## config.mk

```make
export PLATFORM = sky130hd
export DESIGN_NAME = step_controller_flat
export DESIGN_NICKNAME = d
export VERILOG_FILES = /design/src/rtl/step_if.sv /design/src/rtl/step_controller.sv /design/src/flat_wrapper.sv
export SDC_FILE = /design/constraint.sdc
export NUM_CORES = 1
export LEC_CHECK = 0
export CORE_UTILIZATION = 45
export CTS_BUF_LIST = sky130_fd_sc_hd__clkbuf_4 sky130_fd_sc_hd__clkbuf_8
export DETAILED_ROUTE_END_ITERATION = 12
export DONT_BUFFER_PORTS = 1
export GPL_TIMING_DRIVEN = 0
export PLACE_DENSITY = 0.6
export SYNTH_ARGS = -nofsm -noshare
export SYNTH_HDL_FRONTEND = slang
export SYNTH_SLANG_ARGS = --single-unit
```

## constraint.sdc

```tcl
create_clock -name clk -period 2.9 [get_ports clk]
set_clock_uncertainty 0.2 [all_clocks]
set_input_delay 0 -clock clk [delete_from_list [all_inputs] [get_ports clk]]
set_output_delay 0 -clock clk [all_outputs]
set_load 0.01 [all_outputs]
```

## src/rtl/step_if.sv

```systemverilog
// step_if: signal bundle between the step controller and its surroundings.
//   master: the board side (debouncer, switches, ARM core) that drives the
//           requests, breakpoint settings and PC, and observes the enable.
//   slave:  the step controller itself.
// Signals:
//   step_pulse  one-clk request for a single step
//   mode_pulse  one-clk request to toggle STEP<->RUN or resume from BREAK
//   bp_en       breakpoint enable (level)
//   bp_addr     breakpoint address
//   pc          current core PC, advances on the edge ending a cpu_en cycle
//   cpu_en      one-clk enable to the core
//   halted      1 in IDLE and BREAK
//   state       controller state (00 IDLE, 01 RUN, 10 BREAK)
//   step_count  number of cpu_en pulses issued, wraps
// Protocol: there is no valid/ready pairing here. step_pulse and mode_pulse
// are single-cycle strobes sampled on every rising clk edge; a strobe that
// arrives when it has no meaning in the current state is dropped, never
// queued. cpu_en is a single-cycle strobe that the core must accept.
interface step_if #(
    parameter int PC_W  = 32,
    parameter int CNT_W = 16
);
    logic             step_pulse;
    logic             mode_pulse;
    logic             bp_en;
    logic [PC_W-1:0]  bp_addr;
    logic [PC_W-1:0]  pc;
    logic             cpu_en;
    logic             halted;
    logic [1:0]       state;
    logic [CNT_W-1:0] step_count;

    modport master (
        output step_pulse, mode_pulse, bp_en, bp_addr, pc,
        input  cpu_en, halted, state, step_count
    );

    modport slave (
        input  step_pulse, mode_pulse, bp_en, bp_addr, pc,
        output cpu_en, halted, state, step_count
    );
endinterface

```

## src/rtl/step_controller.sv

```systemverilog
// step_controller: generates the single-cycle CPU clock-enable.
//   Modes: manual single-step (IDLE), free-run at one pulse per RUN_DIV clk
//   cycles (RUN), and stop on a PC breakpoint (BREAK). The core clock is
//   never gated; cpu_en is a synchronous enable.
// Ports:
//   clk    system clock
//   reset  asynchronous, active-low reset
//   bus    step_if slave: pulses/breakpoint/pc in, cpu_en/halted/state/
//          step_count out (all outputs registered)
module step_controller #(
    parameter int RUN_DIV = 25_000_000,
    parameter int PC_W    = 32,
    parameter int CNT_W   = 16
) (
    input  logic   clk,
    input  logic   reset,
    step_if.slave  bus
);
    localparam int DIV_W = $clog2(RUN_DIV);
    localparam logic [DIV_W-1:0] DIV_LAST = DIV_W'(RUN_DIV - 1);

    typedef enum logic [1:0] {
        S_IDLE  = 2'b00,
        S_RUN   = 2'b01,
        S_BREAK = 2'b10,
        S_ILL   = 2'b11
    } state_t;

    state_t           state_q, state_n;
    logic             cpu_en_q, cpu_en_n;
    logic             halted_q, halted_n;
    logic             moved_q, moved_n;
    logic [DIV_W-1:0] div_q, div_n;
    logic [CNT_W-1:0] count_q, count_n;
    logic [PC_W-1:0]  pc_v, bp_v;
    logic             tick, bp_hit, issue;

    assign pc_v = bus.pc;
    assign bp_v = bus.bp_addr;
    assign tick = (div_q == DIV_LAST);
    // cpu_en_q blocks the hit while the core is still finishing a step, so
    // the compare only ever sees a settled PC. moved_q keeps a resume that
    // starts on the breakpoint address from re-trapping immediately.
    assign bp_hit = bus.bp_en && moved_q && (pc_v == bp_v) && !cpu_en_q;

    // State register (all registered outputs live here too)
    always_ff @(posedge clk or negedge reset) begin
        if (!reset) begin
            state_q  <= S_IDLE;
            cpu_en_q <= 1'b0;
            halted_q <= 1'b1;
            moved_q  <= 1'b0;
            div_q    <= '0;
            count_q  <= '0;
        end else begin
            state_q  <= state_n;
            cpu_en_q <= cpu_en_n;
            halted_q <= halted_n;
            moved_q  <= moved_n;
            div_q    <= div_n;
            count_q  <= count_n;
        end
    end

    // Next-state logic; mode_pulse always has priority over step_pulse
    always_comb begin
        state_n = state_q;
        case (state_q)
            S_IDLE:  if (bus.mode_pulse) state_n = S_RUN;
            S_RUN: begin
                if (bus.mode_pulse)  state_n = S_IDLE;
                else if (bp_hit)     state_n = S_BREAK;
            end
            S_BREAK: begin
                if (bus.mode_pulse)      state_n = S_RUN;
                else if (bus.step_pulse) state_n = S_IDLE;
            end
            default: state_n = S_IDLE;
        endcase
    end

    // Output / datapath logic, computing next values of the registered outputs
    always_comb begin
        issue   = 1'b0;
        div_n   = div_q;
        moved_n = moved_q;
        case (state_q)
            S_IDLE, S_BREAK: begin
                if (bus.mode_pulse) begin
                    div_n   = '0;
                    moved_n = 1'b0;
                end else if (bus.step_pulse) begin
                    issue = 1'b1;
                end
            end
            S_RUN: begin
                // Leaving RUN (mode or breakpoint) suppresses a coincident tick
                if (!bus.mode_pulse && !bp_hit) begin
                    if (tick) begin
                        issue   = 1'b1;
                        div_n   = '0;
                        moved_n = 1'b1;
                    end else begin
                        div_n = div_q + DIV_W'(1);
                    end
                end
            end
            default: ;
        endcase
        cpu_en_n = issue;
        count_n  = count_q + CNT_W'(issue);
        halted_n = (state_n != S_RUN);
    end

    assign bus.cpu_en     = cpu_en_q;
    assign bus.halted     = halted_q;
    assign bus.state      = state_q;
    assign bus.step_count = count_q;
endmodule

```

## src/flat_wrapper.sv

```systemverilog
// flat-port wrapper written by rule: the top's interface ports become plain ports
module step_controller_flat 
#(
    parameter int RUN_DIV = 25_000_000,
    parameter int PC_W    = 32,
    parameter int CNT_W   = 16
)
  (clk, reset, bus_step_pulse, bus_mode_pulse, bus_bp_en, bus_bp_addr, bus_pc, bus_cpu_en, bus_halted, bus_state, bus_step_count);
  step_if #(.PC_W(PC_W), .CNT_W(CNT_W)) bus_i ();
  input  logic clk;
  input  logic reset;
  input wire logic [$bits(bus_i.step_pulse)-1:0] bus_step_pulse;
  input wire logic [$bits(bus_i.mode_pulse)-1:0] bus_mode_pulse;
  input wire logic [$bits(bus_i.bp_en)-1:0] bus_bp_en;
  input wire logic [$bits(bus_i.bp_addr)-1:0] bus_bp_addr;
  input wire logic [$bits(bus_i.pc)-1:0] bus_pc;
  output wire logic [$bits(bus_i.cpu_en)-1:0] bus_cpu_en;
  output wire logic [$bits(bus_i.halted)-1:0] bus_halted;
  output wire logic [$bits(bus_i.state)-1:0] bus_state;
  output wire logic [$bits(bus_i.step_count)-1:0] bus_step_count;
  assign bus_i.step_pulse = bus_step_pulse;
  assign bus_i.mode_pulse = bus_mode_pulse;
  assign bus_i.bp_en = bus_bp_en;
  assign bus_i.bp_addr = bus_bp_addr;
  assign bus_i.pc = bus_pc;
  assign bus_cpu_en = bus_i.cpu_en;
  assign bus_halted = bus_i.halted;
  assign bus_state = bus_i.state;
  assign bus_step_count = bus_i.step_count;
  step_controller #(.RUN_DIV(RUN_DIV), .PC_W(PC_W), .CNT_W(CNT_W)) u_core (.clk(clk), .reset(reset), .bus(bus_i));
endmodule
```

==> results.json, run 1 <==
{
  "outcome": "completed",
  "core_sq_um": 5920,
  "ctsHtreeMaxLevel": 2,
  "ys_top_cells_by_area": "dfrtp_1 (41%), o31ai_1 (7.9%), xor2_1 (7.7%)",
  "hp-class": "in -> reg",
  "final-hold-violation-count": 0,
  "cp.required_ps": 2900,
  "clock_path_buffers": 2,
  "avgViaCountPerCell": 6.05,
  "setup_tns_ps": 0,
  "yosys_register_bits": 46,
  "worstHoldStart": "bus_bp_en",
  "die_x_um": 80.1,
  "power_leakage_nw": 1.28,
  "async_flop_share_pct": 100,
  "n_antenna_cell": 0,
  "synth-edff-count": 0,
  "postPlaceCellArea_sq_um": 2840,
  "wirelength_um": 6780,
  "place_congestion": 0.841,
  "rsz0062_at_grt": "yes",
  "synth.most_common_cell": "dfrtp_1",
  "synth_nets": 361,
  "clock_latency_ps": 310,
  "critPathLaunchType": "register",
  "synthCells": 289,
  "ios": 89,
  "fin_crit_sh_pct": 98.4,
  "wl_per_cell_um": 17.6,
  "clkSinkCount": 46,
  "end_kind": "register",
  "die-height_um": 80.1,
  "r2r-start": "u_core.div_q[0]",
  "maxSlewViolCount": 0,
  "maxCapViolCount": 0,
  "worstPathArrival_ps": 2850,
  "crit_start": "u_core.div_q[0]",
  "die_area_sq_um": 6420,
  "yosysTopAreaCell": "dfrtp_1",
  "fillers": 520,
  "grt_pass1_wl_um": 10900,
  "clock-root-buffer": "clkbuf_8",
  "initial_core_util_pct": 46.4,
  "postSynthAreaPerCell_sq_um": 9.51,
  "finalSetupViolCount": 0,
  "cts_tree": "yes",
  "switching_share_pct": 32.0,
  "dp_hpwl_um": 4600,
  "grt_overflow": 0,
  "seq_area_frac_synth_pct": 41.9,
  "drtPass1Iterations": 4,
  "ys_warn_count": 0,
  "slew_headroom_pct": 48.4,
  "setup_ws_ps": 46.7,
  "synth_top_cells_by_count": "dfrtp_1 (45), o31ai_1 (29), xor2_1 (24)",
  "ant_nets": 0,
  "gr-usage-all-layers_pct": 22.2,
  "cts_buffers": 5,
  "drc": 0,
  "port_buffers": 0,
  "design_area_sq_um": 3220,
  "finalCriticalPeriod_ps": 2850,
  "synth_area_sq_um": 2750,
  "switching_power_mw": 0.545,
  "cp_max_fo": 4,
  "ir_drop_mv": 0.300,
  "seq_power_share_pct": 50.6,
  "tightest_slew_ps": 768,
  "path_class": "reg -> reg",
  "p_comb_share_pct": 20.2,
  "dp_slack_ps": -355,
  "synthFlopType": "dfrtp_1",
  "drt_iter0_markers": 191,
  "antenna_found_initial": 0,
  "layout-drive-gt1-share_pct": 14.5,
  "num_rows": 28,
  "vias": 2337,
  "yosysTopAreaCellShare_pct": 41.0,
  "clock_power_share_pct": 29.2,
  "synth.distinct_cells": 43,
  "internal_power_mw": 1.16,
  "clock.fmax_ghz": 0.350,
  "power.density_nw_per_um2": 530,
  "nets": 382,
  "grt_pass1_vias": 2273,
  "area_delta_synth_final_pct": 17.2,
  "grt_max_degree": 36,
  "clkTransAtPathRegs_ps": 90
}
## power groups by stage
stage	combinational, mW	sequential [mW]	clock [mW]
floorplan	0.215	0.831	0
global placement	0.257	0.858	0
detailed placement	0.265	0.862	0
CTS	0.333	0.857	0.505
global route	0.392	0.874	0.530
finish	0.345	0.862	0.498
## final timing paths
| path | end | slack (ps) | cells past startpoint |
|---|---|---|---|
| setup / recovery | u_core.bus.step_count[12] | 50 | 11 |
| hold / removal | u_core.div_q[2] | 100 | 5 |
| setup reg to reg | u_core.bus.step_count[12] | 50 | 11 |
| hold reg to reg | u_core.div_q[22] | 290 | 1 |
| max in group asynchronous | u_core.bus.step_count[5] | 1650 | 4 |
| min in group asynchronous | u_core.div_q[20] | 470 | 3 |
## state kept, by name, indices dropped and copies added, names as in the netlist
register / cells
u_core.bus.cpu_en: 1
u_core.bus.state: 2
u_core.bus.halted: 1
u_core.bus.step_count: 16
u_core.div_q: 25
u_core.moved_q: 1
## critical path, cell delays in order, from the launching register on
cell and delay, ps:
dfrtp_1 420, ha_4 170, nand3_4 90, or3_4 400, or3_4 370, nor4_4 160
o21ba_4 200, ha_4 160, nand4_1 200, nor2_2 160, nand2_1 80, xnor2_1 130
## layout make-up
type | instances | area (sq um) | share of cell area (%)
buffer | 11 | 60.1 | 1.87
clock buffer | 6 | 76.3 | 2.37
clock inverter | 2 | 37.5 | 1.17
inverter | 6 | 22.5 | 0.700
multi-input combinational | 224 | 1610 | 50.1
sequential | 46 | 1150 | 35.8
tap | 75 | 93.8 | 2.91
timing repair buffer | 16 | 165 | 5.13
## kinds of logic (layout without fill, tap and decap cells)
| logic type | count (synthesis) | after routing | share of synthesized area (%) |
|---|---|---|---|
| buf+inv | 19 | 41 | 3.28 |
| simple gates | 109 | 109 | 22.2 |
| flops | 46 | 46 | 41.9 |
| xor+xnor | 47 | 47 | 15.0 |
| compound gates | 65 | 65 | 16.3 |
| fa+ha+maj | 3 | 3 | 1.37 |
## placed cells by master, fill, tap and decap left out, types with 6 or more instances in the layout
| cell type | count |
|---|---|
| o21ai_1 | 6 |
| and3_1 | 6 |
| o21ai_0 | 9 |
| nand4_1 | 10 |
| nor2_1 | 12 |
| dfrtp_1 | 45 |
| xnor2_1 | 23 |
| inv_1 | 6 |
| buf_2 | 6 |
| nand2_1 | 16 |
| o31ai_1 | 28 |
| nand3_1 | 21 |
| xor2_1 | 24 |
| buf_4 | 10 |
## what timing repair did
action	4_1_cts	5_1_grt
endpoints found under the hold margin	50	0
pin swaps	8	3
hold buffers	7	0
setup endpoints to repair	9	17
setup buffers	5	4
resized for setup	12	7
## metal layers
metal / global-route usage, % / part of all wire [%]
met1: 28.7 / 44
met2: 38.1 / 50
met3: 3.18 / 5.7
met4: 7.32 / 1.0
met5: 0 / 0
## per-stage QoR
step / utilization [%] / std cells / hold WS, ps / total power, mW
after floorplan: - / 289 / -496 / 1.05
after global placement: 48.0 / 364 / -494 / 1.12
after detailed placement: 48.0 / 364 / -494 / 1.13
after CTS: 53.4 / 384 / 94.0 / 1.70
after global routing: 54.4 / 386 / 119 / 1.80
final: 54.4 / 386 / 99.2 / 1.71
(Power assumes the default switching activity.)
==> run 2, diff against run 1 <==
Settings changed: CORE_UTILIZATION 45 to 55, PLACE_DENSITY 0.6 to 0.71.
==> run 2 against run 1 <==
- clock power down 14%
- clock-buffer cell count down 1
- sequential share of layout area up 0.90 points
- flip-flop and latch count unchanged
- highest routed layer unchanged
==> results.json, run 2 (synthesis results as in run 1) <==
{
  "grt_pass1_wl_um": 10300,
  "grtUsageMet1_pct": 32.6,
  "maxCapViolCount": 0,
  "clkSinkCount": 46,
  "outcome": "completed",
  "area_delta_synth_final_pct": 14.5,
  "ant_nets": 0,
  "dp_slack_ps": -321,
  "hp-class": "in -> async",
  "cp_max_fo": 5,
  "final-hold-violation-count": 0,
  "fin_crit_sh_pct": 96.2,
  "port_buffers": 0,
  "clkTransAtPathRegs_ps": 100,
  "multi_input_area_sq_um": 1600,
  "vias": 2352,
  "clock_latency_ps": 310,
  "internal_power_mw": 1.08,
  "grt_util_met2_pct": 43.5,
  "clock-root-buffer": "clkbuf_8",
  "drt_iter0_markers": 132,
  "wirelength_um": 6650,
  "ir_drop_mv": 0.375,
  "dp_hpwl_um": 4470,
  "setup_tns_ps": 0,
  "ctsHtreeMaxLevel": 2,
  "worstPathArrival_ps": 2790,
  "finalSetupViolCount": 0,
  "clock_power_share_pct": 26.1,
  "maxSlewViolCount": 0,
  "mostFrequentLayoutCell": "dfrtp_1",
  "top_usage_layer": "met2",
  "path_class": "reg -> reg",
  "finalCriticalPeriod_ps": 2790,
  "grt_max_degree": 47,
  "switching_power_mw": 0.560,
  "slew_headroom_pct": 53.7,
  "setup_ws_ps": 110,
  "avgViaCountPerCell": 6.27,
  "whs_ps": 2.48,
  "antenna_found_initial": 0,
  "end_kind": "register",
  "grt_pass1_vias": 2170,
  "seq_area_sq_um": 1150,
  "use_met3_pct": 5.25,
  "die-height_um": 72.7,
  "power_leakage_nw": 1.25,
  "cts_tree": "yes",
  "cp.required_ps": 2900,
  "gr-usage-all-layers_pct": 25.6,
  "die_area_sq_um": 5280,
  "drtPass1Iterations": 4,
  "place_congestion": 0.863,
  "fillers": 388,
  "initial_core_util_pct": 57.8,
  "nets": 379,
  "switching_share_pct": 34.2,
  "power.density_nw_per_um2": 521,
  "final_cell_mix": "dfrtp_1 (43), o31ai_1 (29), xor2_1 (24)",
  "num_rows": 25,
  "wl_per_cell_um": 17.7,
  "n_antenna_cell": 0,
  "clock_path_buffers": 2,
  "die_x_um": 72.7,
  "largest_reg_flops": 25,
  "drc": 0,
  "clock.fmax_ghz": 0.358,
  "layout-drive-gt1-share_pct": 14.0,
  "grt_overflow": 0,
  "p_comb_share_pct": 21.4,
  "core_sq_um": 4750,
  "postPlaceCellArea_sq_um": 2830,
  "design_area_sq_um": 3150,
  "ios": 89,
  "tightest_slew_ps": 690,
  "seq_power_share_pct": 52.5,
  "cts_buffers": 5,
  "critPathLaunchType": "register",
  "total_power_mw": 1.64,
  "regMostFlops": "u_core.div_q"
}
run 2: changes by cell type in the layout (fill, tap and decap cells not counted), sizes merged:
cell,before,now
clkinvlp,1,0
inv,6,9
bufinv,1,0
buf,19,17
dlygate4sd3,5,4
clkbuf,9,8
run 2: final timing paths:
path,cells past startpoint,slack (ps),end,from
setup / recovery,11,110,u_core.bus.step_count[13],u_core.div_q[0]
hold / removal,2,2,u_core.div_q[9],reset
setup reg to reg,11,110,u_core.bus.step_count[13],u_core.div_q[0]
hold reg to reg,1,290,u_core.div_q[22],u_core.div_q[22]
max in group asynchronous,2,2230,u_core.bus.halted,reset
min in group clk,3,80,u_core.div_q[9],bus_mode_pulse
run 2: worst max-delay path: stages (launching register included):
cell and delay (ps):
dfrtp_1 400, ha_4 170, nand3_4 100, or3_4 360, or3_4 370, nor4_4 160, o21ba_4 200, ha_4 150
nand4_1 160, nor2_2 170, nand3_1 110, xnor2_1 140
run 2: metrics by stage:
stage          util (%)  cells
2_1_floorplan         -    289
3_3_place_gp       59.6    356
3_5_place_dp       59.6    356
4_1_cts            64.7    373
5_1_grt            66.2    375
6_report           66.2    375
run 2: power by group through the flow:
| stage | clock network, mW | registers, mW | logic, mW |
|---|---|---|---|
| floorplan | 0 | 0.831 | 0.215 |
| global route | 0.460 | 0.874 | 0.395 |
| finish | 0.428 | 0.860 | 0.350 |
| CTS | 0.440 | 0.849 | 0.319 |
| global placement | 0 | 0.856 | 0.256 |
| detailed placement | 0 | 0.860 | 0.263 |
run 2: final cells by class:
class | count | area share, %
multi-input cells | 224 | 50.9
well taps | 67 | 2.66
plain buffers | 11 | 1.91
repair buffers | 13 | 4.06
clock inverters | 3 | 0.835
inverters | 6 | 0.716
flip-flops and latches | 46 | 36.7
clock buffers | 5 | 2.19
run 2: metal layers:
metal	vias to the layer above	routed length, um
li1	1105	-
met1	1133	2840
met2	104	3320
met3	10	384
met4	0	97
met5	-	0
run 2: repair_timing:
item / 4_1_cts / 5_1_grt
setup buffers: 4 / 4
resized for setup: 10 / 8
endpoints found under the setup margin: 9 / 13
pin swaps: 5 / 8
hold endpoints to repair: 52 / 0
hold buffers: 5 / 0
==> run 3, diff against run 2 <==
Settings changed: PLACE_DENSITY 0.71 to 0.68.
Clock period 2.9 ns to 3.3 ns, I/O delays scaled along.
==> run 3 against run 2 <==
- the run now ends with hold timing left
- global-route usage shrank 0.30 points
- critical path type unchanged
- register-to-register slack is essentially flat
- largest cell class unchanged
- clock-buffer cell count is the same
- critical path depth is the same
- sequential share of layout area grew 1.4 points
- hold slack lost 8.8 ps
- cell count shrank 1.1%
- combinational power shrank 25%
==> results.json, run 3 (synthesis results as in run 1) <==
{
  "clock_latency_ps": 300,
  "fillers": 430,
  "dp_slack_ps": 13.2,
  "core_sq_um": 4750,
  "finalCriticalPeriod_ps": 3190,
  "fin_crit_sh_pct": 96.7,
  "seq_power_share_pct": 54.8,
  "slew_headroom_pct": 48.8,
  "grt_pass1_vias": 2141,
  "critPathLaunchType": "register",
  "violations": "hold timing",
  "die_area_sq_um": 5280,
  "final_util_pct": 63.6,
  "clkTransAtPathRegs_ps": 90,
  "drt_iter0_markers": 139,
  "n_antenna_cell": 0,
  "final-hold-violation-count": 9,
  "setup_ws_ps": 108,
  "mostFrequentLayoutCell": "dfrtp_1",
  "cts_buffers": 5,
  "ir_drop_mv": 0.333,
  "antenna_found_initial": 0,
  "grt_overflow": 0,
  "maxSlewViolCount": 0,
  "dp_hpwl_um": 4470,
  "wirelength_um": 6440,
  "regMostFlops": "u_core.div_q",
  "critPathTopFamily": "simple AND/OR/NAND/NOR gates",
  "die_x_um": 72.7,
  "die-height_um": 72.7,
  "design_area_sq_um": 3020,
  "clock.fmax_ghz": 0.313,
  "postPlaceCellArea_sq_um": 2830,
  "clkSinkCount": 46,
  "r2r_slack_ps": 110,
  "outcome": "complete, but fails checks",
  "avgViaCountPerCell": 6.32,
  "r2r-end": "u_core.bus.step_count[13]",
  "layout-drive-gt1-share_pct": 9.54,
  "area_delta_synth_final_pct": 10.0,
  "clock_power_share_pct": 25.9,
  "cp.required_ps": 3290,
  "power_leakage_nw": 1.21,
  "worstPathArrival_ps": 3180,
  "finalSetupViolCount": 0,
  "path_class": "reg -> reg",
  "path_cells": "ha_2 > nand3_2 > or3_1 > or3_1 > nor4_2 > o21ba_2 > ha_2 > nand4_1 > nor2_2 > nand3_1 > xnor2_1",
  "switching_share_pct": 33.3,
  "cts_tree": "yes",
  "reg2reg_depth": 11,
  "ios": 89,
  "hp-class": "in -> async",
  "initial_core_util_pct": 57.8,
  "ant_nets": 0,
  "num_rows": 25,
  "gr-usage-all-layers_pct": 25.3,
  "cp_max_fo": 5,
  "drc": 0,
  "path_buf_inv": 0,
  "p_comb_share_pct": 19.3,
  "clock_path_buffers": 2,
  "vias": 2343,
  "largest_reg_flops": 25,
  "internal_power_mw": 0.907,
  "setup_tns_ps": 0,
  "port_buffers": 0,
  "drtPass1Iterations": 4,
  "whs_ps": -6.32,
  "grt_max_degree": 47,
  "ctsHtreeMaxLevel": 2,
  "wl_per_cell_um": 17.3,
  "maxCapViolCount": 0,
  "r2r-start": "u_core.div_q[1]",
  "final_cell_mix": "dfrtp_1 (45), o31ai_1 (29), xor2_1 (24)",
  "power.density_nw_per_um2": 450,
  "place_congestion": 0.842,
  "clock-root-buffer": "clkbuf_8",
  "switching_power_mw": 0.454,
  "tightest_slew_ps": 763,
  "cpMaxStageDelayCell": "or3_1",
  "grt_pass1_wl_um": 10100,
  "end_kind": "register",
  "slowest_delay_ps": 430,
  "nets": 375
}
## run 3: what timing repair did
action                     CTS  global route
hold buffers                 5             0
setup buffers                0             2
resized for setup            1             4
hold endpoints to repair    50             0
pin swaps                    0             2
setup endpoints to repair    2             6
## run 3: through the flow
step	cells	power, mW
detailed placement	356	0.987
global placement	356	0.979
finish	371	1.36
global route	371	1.43
CTS	369	1.36
floorplan	289	0.919
## run 3: layer usage
layer	share of wire, %	wire [um]	vias to the layer above	track usage, %
met4	1.3	86	0	6.97
li1	-	-	1099	-
met3	7.5	483	10	5.25
met5	0	0	-	0
met2	48	3100	102	42.0
met1	43	2770	1132	33.8
## run 3: cell type report
type	count	area [sq um]	area share, %
timing repair buffer	7	82.6	2.73
tap	67	83.8	2.77
sequential	46	1150	38.1
multi-input combinational	224	1520	50.4
inverter	6	22.5	0.745
clock inverter	3	21.3	0.704
clock buffer	5	68.8	2.28
buffer	13	67.6	2.24
## run 3: power groups by stage
stage | sequential (mW) | clock (mW) | combinational (mW)
final | 0.745 | 0.353 | 0.263
after global routing | 0.758 | 0.378 | 0.293
after CTS | 0.744 | 0.358 | 0.253
after detailed placement | 0.755 | 0 | 0.231
after global placement | 0.753 | 0 | 0.226
after floorplan | 0.731 | 0 | 0.189
## run 3: worst max-delay path by stage
stage / cells past startpoint / slack, ps / endpoint / startpoint
6_report: 11 / 110 / u_core.bus.step_count[13] / u_core.div_q[1]
5_1_grt: 11 / -30 / u_core.bus.step_count[13] / u_core.div_q[1]
4_1_cts: 11 / 30 / u_core.bus.step_count[13] / u_core.div_q[0]
3_5_place_dp: 11 / 10 / u_core.bus.step_count[13] / u_core.div_q[0]
3_3_place_gp: 11 / 40 / u_core.bus.step_count[13] / u_core.div_q[0]
2_1_floorplan: 11 / 390 / u_core.bus.step_count[13] / u_core.div_q[0]
## run 3: worst register-to-register path, cell delays in order (launching register included)
cell	delay, ps
dfrtp_1	400
ha_2	230
nand3_2	130
or3_1	410
or3_1	430
nor4_2	180
o21ba_2	190
ha_2	230
nand4_1	190
nor2_2	220
nand3_1	120
xnor2_1	140
